File: src/rtl/hazard_ctrl_if.sv
// Signal bundle between the ID stage and the hazard/forwarding control unit.
interface hazard_ctrl_if #(
  parameter int unsigned CNT_W = 16
);
  logic [4:0]       i_id_rs1;
  logic [4:0]       i_id_rs2;
  logic [4:0]       i_id_rd;
  logic             i_id_use_rs1;
  logic             i_id_use_rs2;
  logic             i_id_reg_wr;
  logic             i_id_mem_rd;
  logic             i_flush;
  logic             i_mem_busy;

  logic             o_stall_if;
  logic             o_bubble_ex;
  logic             o_frwd_alu_op1;
  logic             o_frwd_alu_op2;
  logic             o_frwd_mem_alu_op1;
  logic             o_frwd_mem_alu_op2;
  logic             o_frwd_mem_op1;
  logic             o_frwd_mem_op2;
  logic [CNT_W-1:0] o_stall_cnt;

  // ID-stage side: presents the decoded instruction, consumes controls
  modport master (
    output i_id_rs1, i_id_rs2, i_id_rd, i_id_use_rs1, i_id_use_rs2,
           i_id_reg_wr, i_id_mem_rd, i_flush, i_mem_busy,
    input  o_stall_if, o_bubble_ex, o_frwd_alu_op1, o_frwd_alu_op2,
           o_frwd_mem_alu_op1, o_frwd_mem_alu_op2, o_frwd_mem_op1,
           o_frwd_mem_op2, o_stall_cnt
  );

  // Hazard unit side
  modport slave (
    input  i_id_rs1, i_id_rs2, i_id_rd, i_id_use_rs1, i_id_use_rs2,
           i_id_reg_wr, i_id_mem_rd, i_flush, i_mem_busy,
    output o_stall_if, o_bubble_ex, o_frwd_alu_op1, o_frwd_alu_op2,
           o_frwd_mem_alu_op1, o_frwd_mem_alu_op2, o_frwd_mem_op1,
           o_frwd_mem_op2, o_stall_cnt
  );
endinterface

File: src/rtl/hazard_ctrl.sv
// Hazard and forwarding control for the 5-stage RV32I pipeline: shadows the
// EX/MEM destinations, produces registered one-hot forward selects for the
// instruction leaving ID, detects load-use hazards and counts the bubbles.
module hazard_ctrl #(
  parameter int unsigned CNT_W = 16
) (
  input  logic           i_clk,
  input  logic           i_rst_n,
  hazard_ctrl_if.slave   bus
);

  localparam int unsigned REG_W = 5;
  localparam int unsigned SEL_W = 3;

  typedef struct packed {
    logic [REG_W-1:0] rd;
    logic             wr;
    logic             ld;
  } slot_t;

  // sel bit order: [0] EX/MEM alu, [1] MEM/WB alu, [2] MEM/WB load data
  slot_t             ex_q, mem_q, id_slot;
  logic [SEL_W-1:0]  fwd1_q, fwd2_q, sel1, sel2;
  logic [CNT_W-1:0]  cnt_q;
  logic              ex_hit1, ex_hit2, mem_hit1, mem_hit2;
  logic              load_use, bubble, kill;

  // A slot only matches a live, non-x0 destination that the ID operand reads
  function automatic logic hit(slot_t s, logic [REG_W-1:0] rs, logic use_rs);
    return use_rs && (rs != '0) && s.wr && (s.rd == rs);
  endfunction

  // Hazard detection and forward-select priority for the ID instruction
  always_comb begin
    sel1     = '0;
    sel2     = '0;
    ex_hit1  = hit(ex_q,  bus.i_id_rs1, bus.i_id_use_rs1);
    ex_hit2  = hit(ex_q,  bus.i_id_rs2, bus.i_id_use_rs2);
    mem_hit1 = hit(mem_q, bus.i_id_rs1, bus.i_id_use_rs1);
    mem_hit2 = hit(mem_q, bus.i_id_rs2, bus.i_id_use_rs2);
    load_use = ex_q.ld && (ex_hit1 || ex_hit2) && !bus.i_flush;
    bubble   = load_use && !bus.i_mem_busy;
    kill     = load_use || bus.i_flush;
    id_slot  = '{rd: bus.i_id_rd, wr: bus.i_id_reg_wr, ld: bus.i_id_mem_rd};

    if (ex_hit1 && !ex_q.ld) begin
      sel1[0] = 1'b1;
    end else if (mem_hit1) begin
      if (mem_q.ld) sel1[2] = 1'b1;
      else          sel1[1] = 1'b1;
    end

    if (ex_hit2 && !ex_q.ld) begin
      sel2[0] = 1'b1;
    end else if (mem_hit2) begin
      if (mem_q.ld) sel2[2] = 1'b1;
      else          sel2[1] = 1'b1;
    end
  end

  // Pipeline advance; a memory-busy freeze holds every register
  always_ff @(posedge i_clk or negedge i_rst_n) begin
    if (!i_rst_n) begin
      ex_q   <= '0;
      mem_q  <= '0;
      fwd1_q <= '0;
      fwd2_q <= '0;
      cnt_q  <= '0;
    end else if (!bus.i_mem_busy) begin
      mem_q <= ex_q;
      if (kill) begin
        ex_q   <= '0;
        fwd1_q <= '0;
        fwd2_q <= '0;
      end else begin
        ex_q   <= id_slot;
        fwd1_q <= sel1;
        fwd2_q <= sel2;
      end
      if (bubble && !(&cnt_q)) cnt_q <= cnt_q + CNT_W'(1);
    end
  end

  // Stall/bubble act in the current cycle, so they stay combinational
  assign bus.o_stall_if         = load_use || bus.i_mem_busy;
  assign bus.o_bubble_ex        = bubble;
  assign bus.o_frwd_alu_op1     = fwd1_q[0];
  assign bus.o_frwd_alu_op2     = fwd2_q[0];
  assign bus.o_frwd_mem_alu_op1 = fwd1_q[1];
  assign bus.o_frwd_mem_alu_op2 = fwd2_q[1];
  assign bus.o_frwd_mem_op1     = fwd1_q[2];
  assign bus.o_frwd_mem_op2     = fwd2_q[2];
  assign bus.o_stall_cnt        = cnt_q;

endmodule

File: src/flat_wrapper.sv
// flat-port wrapper written by rule: the top's interface ports become plain ports
module hazard_ctrl_flat 
#(
  parameter int unsigned CNT_W = 16
)
  (i_clk, i_rst_n, bus_i_id_rs1, bus_i_id_rs2, bus_i_id_rd, bus_i_id_use_rs1, bus_i_id_use_rs2, bus_i_id_reg_wr, bus_i_id_mem_rd, bus_i_flush, bus_i_mem_busy, bus_o_stall_if, bus_o_bubble_ex, bus_o_frwd_alu_op1, bus_o_frwd_alu_op2, bus_o_frwd_mem_alu_op1, bus_o_frwd_mem_alu_op2, bus_o_frwd_mem_op1, bus_o_frwd_mem_op2, bus_o_stall_cnt);
  hazard_ctrl_if #(.CNT_W(CNT_W)) bus_i ();
  input  logic i_clk;
  input  logic i_rst_n;
  input wire logic [$bits(bus_i.i_id_rs1)-1:0] bus_i_id_rs1;
  input wire logic [$bits(bus_i.i_id_rs2)-1:0] bus_i_id_rs2;
  input wire logic [$bits(bus_i.i_id_rd)-1:0] bus_i_id_rd;
  input wire logic [$bits(bus_i.i_id_use_rs1)-1:0] bus_i_id_use_rs1;
  input wire logic [$bits(bus_i.i_id_use_rs2)-1:0] bus_i_id_use_rs2;
  input wire logic [$bits(bus_i.i_id_reg_wr)-1:0] bus_i_id_reg_wr;
  input wire logic [$bits(bus_i.i_id_mem_rd)-1:0] bus_i_id_mem_rd;
  input wire logic [$bits(bus_i.i_flush)-1:0] bus_i_flush;
  input wire logic [$bits(bus_i.i_mem_busy)-1:0] bus_i_mem_busy;
  output wire logic [$bits(bus_i.o_stall_if)-1:0] bus_o_stall_if;
  output wire logic [$bits(bus_i.o_bubble_ex)-1:0] bus_o_bubble_ex;
  output wire logic [$bits(bus_i.o_frwd_alu_op1)-1:0] bus_o_frwd_alu_op1;
  output wire logic [$bits(bus_i.o_frwd_alu_op2)-1:0] bus_o_frwd_alu_op2;
  output wire logic [$bits(bus_i.o_frwd_mem_alu_op1)-1:0] bus_o_frwd_mem_alu_op1;
  output wire logic [$bits(bus_i.o_frwd_mem_alu_op2)-1:0] bus_o_frwd_mem_alu_op2;
  output wire logic [$bits(bus_i.o_frwd_mem_op1)-1:0] bus_o_frwd_mem_op1;
  output wire logic [$bits(bus_i.o_frwd_mem_op2)-1:0] bus_o_frwd_mem_op2;
  output wire logic [$bits(bus_i.o_stall_cnt)-1:0] bus_o_stall_cnt;
  assign bus_i.i_id_rs1 = bus_i_id_rs1;
  assign bus_i.i_id_rs2 = bus_i_id_rs2;
  assign bus_i.i_id_rd = bus_i_id_rd;
  assign bus_i.i_id_use_rs1 = bus_i_id_use_rs1;
  assign bus_i.i_id_use_rs2 = bus_i_id_use_rs2;
  assign bus_i.i_id_reg_wr = bus_i_id_reg_wr;
  assign bus_i.i_id_mem_rd = bus_i_id_mem_rd;
  assign bus_i.i_flush = bus_i_flush;
  assign bus_i.i_mem_busy = bus_i_mem_busy;
  assign bus_o_stall_if = bus_i.o_stall_if;
  assign bus_o_bubble_ex = bus_i.o_bubble_ex;
  assign bus_o_frwd_alu_op1 = bus_i.o_frwd_alu_op1;
  assign bus_o_frwd_alu_op2 = bus_i.o_frwd_alu_op2;
  assign bus_o_frwd_mem_alu_op1 = bus_i.o_frwd_mem_alu_op1;
  assign bus_o_frwd_mem_alu_op2 = bus_i.o_frwd_mem_alu_op2;
  assign bus_o_frwd_mem_op1 = bus_i.o_frwd_mem_op1;
  assign bus_o_frwd_mem_op2 = bus_i.o_frwd_mem_op2;
  assign bus_o_stall_cnt = bus_i.o_stall_cnt;
  hazard_ctrl #(.CNT_W(CNT_W)) u_core (.i_clk(i_clk), .i_rst_n(i_rst_n), .bus(bus_i));
endmodule
File: config.mk
export PLATFORM = sky130hd
export DESIGN_NAME = hazard_ctrl_flat
export DESIGN_NICKNAME = d
export VERILOG_FILES = /design/src/rtl/hazard_ctrl_if.sv /design/src/rtl/hazard_ctrl.sv /design/src/flat_wrapper.sv
export SDC_FILE = /design/constraint.sdc
export NUM_CORES = 1
export LEC_CHECK = 0
export CAP_MARGIN = 10
export CORE_MARGIN = 2
export CORE_UTILIZATION = 45
export DETAILED_ROUTE_END_ITERATION = 6
export GPL_ROUTABILITY_DRIVEN = 0
export PLACE_DENSITY_LB_ADDON = 0.3
export SYNTH_ARGS = -nofsm -noshare
export SYNTH_HDL_FRONTEND = slang
export SYNTH_SLANG_ARGS = --single-unit
File: constraint.sdc
create_clock -name i_clk -period 1.8 [get_ports i_clk]
set_input_delay 0.36 -clock i_clk [delete_from_list [all_inputs] [get_ports i_clk]]
set_output_delay 0.36 -clock i_clk [all_outputs]
set_load 0.01 [all_outputs]
==> results.py <==
metrics = {
    "power_and_ir_drop": {
        "vdd_drop_max_mv": 0.2901,
        "p_sw_uw": 433.2,
        "seqPwrFrac_pct": 49.5,
        "power.internal_uw": 1337,
        "p_total_uw": 1770,
        "p_leak_uw": 0.001392,
        "power.share.clock_pct": 35.0,
        "p_comb_share_pct": 15.5,
        "power_density_nw_per_um2": 547.9,
        "switching_share_pct": 24.48,
    },
    "critical_path": {
        "critPathCaptureType": "output port",
        "r2r_start": "u_core.ex_q[5]",
        "arrival_ns": 1.85,
        "crit_start": "bus_i_id_rs2[0]",
        "r2r_cells": 7,
        "critPathLaunchType": "input pin",
        "worstSetupPathType": "in -> out",
        "cp_data_required_time_ns": 1.44,
        "path_max_fanout": 3,
    },
    "timing": {
        "final.min_clock_period_ns": 2.209,
        "rsz0062_at_grt": "true",
        "drv_slew": 0,
        "setup_viol": 26,
        "skew_ns": 0.004635,
        "fin_crit_sh_pct": 122.7,
        "setup_ws_ns": -0.4086,
        "max_freq_ghz": 0.4528,
        "hold_viol_final": 0,
        "hold_ws_ns": 0.4925,
        "slew_headroom_pct": 69.51,
        "timing_worst_slew_pin_value_ns": 0.4573,
    },
    "logic_synthesis": {
        "syn_area_per_cell_um2": 11.37,
        "synthFlopType": "dfrtp_1",
        "syn_area_um2": 2058,
        "ys_ff_latch": 36,
        "syn_inst": 181,
        "synthDistinctLibCells": 35,
        "synth.net_count": 205,
        "yosysWarnings": 0,
        "synth-edff-count": 0,
        "seq_area_frac_synth_pct": 43.77,
        "async_flop_share_pct": 100.0,
    },
    "global_route": {
        "use_met3_pct": 4.641,
        "grt_pass1_vias": 1856,
        "grt_usage_pct": 22.00,
        "grt-busiest-layer": "met2",
        "grt_pass1_wl_mm": 8.721,
        "grtUsageMet1_pct": 28.09,
        "grt_max_degree": 37,
        "use_met2_pct": 37.55,
        "grt_antenna_before_repair": 0,
        "grt-ovfl-total": 0,
    },
    "routing": {
        "drcViolationCount": 0,
        "vias": 1849,
        "viasPerCell": 5.391,
        "drt_iter0_markers": 91,
        "routedWlPerCell_um": 15.57,
        "routed_wl_mm": 5.341,
        "firstDrtPassIters": 4,
        "ant_nets": 0,
    },
    "cts": {
        "cts_root_buf": "clkbuf_8",
        "cts_buffer_depth": 2,
        "hold_buffers": 0,
        "clkLatencyLatePin_ns": 0.28,
        "cts.sinks": 36,
        "htreeDepth": 2,
        "clk_pin_slew_ns": 0.07,
        "numCtsBuffers": 5,
        "tritoncts": "built",
    },
    "worst_hold_path": {
        "hold_start": "u_core.fwd2_q[1]",
        "hold_depth": 1,
        "hold_path.class": "reg -> reg",
    },
    "status": {
        "outcome": "finished, violations left",
        "violations": "setup timing",
    },
    "final_layout": {
        "finalNetCount": 315,
        "multiInputGateArea_um2": 1196,
        "fillers": 328,
        "n_antenna_cell": 0,
        "drive_gt1_share_pct": 40.89,
        "finalNonFillerCells": 343,
        "seqCellArea_um2": 902.1,
        "layout_common_cells": "55 x buf_4, 35 x dfrtp_1, 34 x clkdlybuf4s50_1",
        "area_growth_pct": 56.96,
        "fin_util_pct": 73.69,
        "final_common_cell": "buf_4",
    },
    "die": {
        "fp.dieW_um": 71.63,
        "die_y_um": 71.63,
        "coreArea_um2": 4384,
        "start_util_pct": 46.95,
        "io_pins": 47,
        "dieArea_um2": 5131,
        "rows": 24,
    },
    "placement": {
        "dp_slack_ns": -0.9964,
        "dp_hpwl_mm": 3.691,
        "dp_cells": 324,
        "numPortBuffers": 46,
    },
    "job": {
        "max-cap-violations": 0,
    },
}
==> what timing repair did <==
item | CTS | global route
buffers inserted | 10 | 5
pin swaps | 10 | 15
setup endpoints to repair | 27 | 29
resized for setup | 46 | 17
==> through the flow <==
stage | area, um^2 | TNS (ns)
4_1_cts | 3126 | -3.910
6_report | 3231 | -5.008
5_1_grt | 3231 | -6.809
2_1_floorplan | 2085 | -0.3419
3_5_place_dp | 2952 | -17.71
3_3_place_gp | 2952 | -17.01
==> registers in the layout (all words and copies together) (netlist names) <==
| name | flops |
|---|---|
| u_core.ex_q | 7 |
| u_core.mem_q | 7 |
| u_core.bus.o_stall_cnt | 16 |
| u_core.fwd1_q | 3 |
| u_core.fwd2_q | 3 |
==> power groups by stage <==
| stage | clock network [uW] | registers [uW] | logic, uW |
|---|---|---|---|
| 6_report | 619 | 876 | 275 |
| 2_1_floorplan | 0 | 883 | 119 |
| 5_1_grt | 669 | 880 | 299 |
| 4_1_cts | 640 | 874 | 264 |
| 3_3_place_gp | 0 | 889 | 254 |
| 3_5_place_dp | 0 | 890 | 258 |
==> cells by family after synthesis <==
| logic type | count (synthesis) | synth area share (%) |
|---|---|---|
| AOI/OAI and AO/OA | 34 | 17.51 |
| and+or+nand+nor | 58 | 14.83 |
| buffers and inverters | 10 | 4.134 |
| muxes | 9 | 5.106 |
| DFF | 36 | 43.77 |
| adders and majority gates | 1 | 0.6078 |
| xor gates and xnor gates | 33 | 14.04 |
==> worst paths after layout <==
check,to,slack (ns)
min in group asynchronous,u_core.mem_q[3],0.50
min reg2reg,u_core.fwd2_q[1],0.49
max reg2reg,u_core.bus.o_stall_cnt[10],-0.40
min,u_core.fwd2_q[1],0.49
max,bus_o_stall_if,-0.41
max in group asynchronous,u_core.ex_q[2],0.96
==> synthesized netlist by cell type, types with 2 or more instances <==
| master | n | area (um^2) |
|---|---|---|
| dfrtp_1 | 36 | 900.9 |
| xor2_1 | 18 | 157.7 |
| xnor2_1 | 15 | 131.4 |
| nand2_1 | 12 | 45.04 |
| a32o_1 | 11 | 110.1 |
| nand3_1 | 11 | 55.05 |
| nor3_1 | 9 | 45.04 |
| nand4_1 | 8 | 50.05 |
| mux2_2 | 7 | 78.83 |
| nor2_1 | 7 | 26.28 |
| a211oi_2 | 5 | 62.56 |
| a21oi_1 | 5 | 25.02 |
| a2111oi_4 | 3 | 82.58 |
| inv_1 | 3 | 11.26 |
| o21ai_0 | 3 | 15.01 |
| o21ai_2 | 3 | 26.28 |
| or3_1 | 3 | 18.77 |
| buf_1 | 2 | 7.510 |
| buf_12 | 2 | 40.04 |
| buf_6 | 2 | 22.52 |
| or4_1 | 2 | 15.01 |
==> critical path, stage by stage <==
cell	delay (ns)
clkdlybuf4s15_2	0.21
or4_4	0.50
o21ai_4	0.19
nor3_4	0.07
o21ai_2	0.17
buf_4	0.14
o21bai_1	0.06
buf_2	0.14
==> final cells by class <==
type | count | share of cell area [%]
Multi-Input combinational cell | 135 | 37.03
Clock buffer | 7 | 2.982
Tap cell | 52 | 2.014
Timing Repair Buffer | 110 | 29.71
Inverter | 3 | 0.3486
Sequential cell | 36 | 27.92
==> per-layer routing <==
| metal | vias to the layer above | share of wire (%) |
|---|---|---|
| met5 | - | 0 |
| met4 | 0 | 1.5 |
| met3 | 9 | 4.5 |
| met2 | 51 | 51 |
| met1 | 902 | 43 |
| li1 | 887 | - |
No activity file was read; power rests on OpenSTA's default activity.
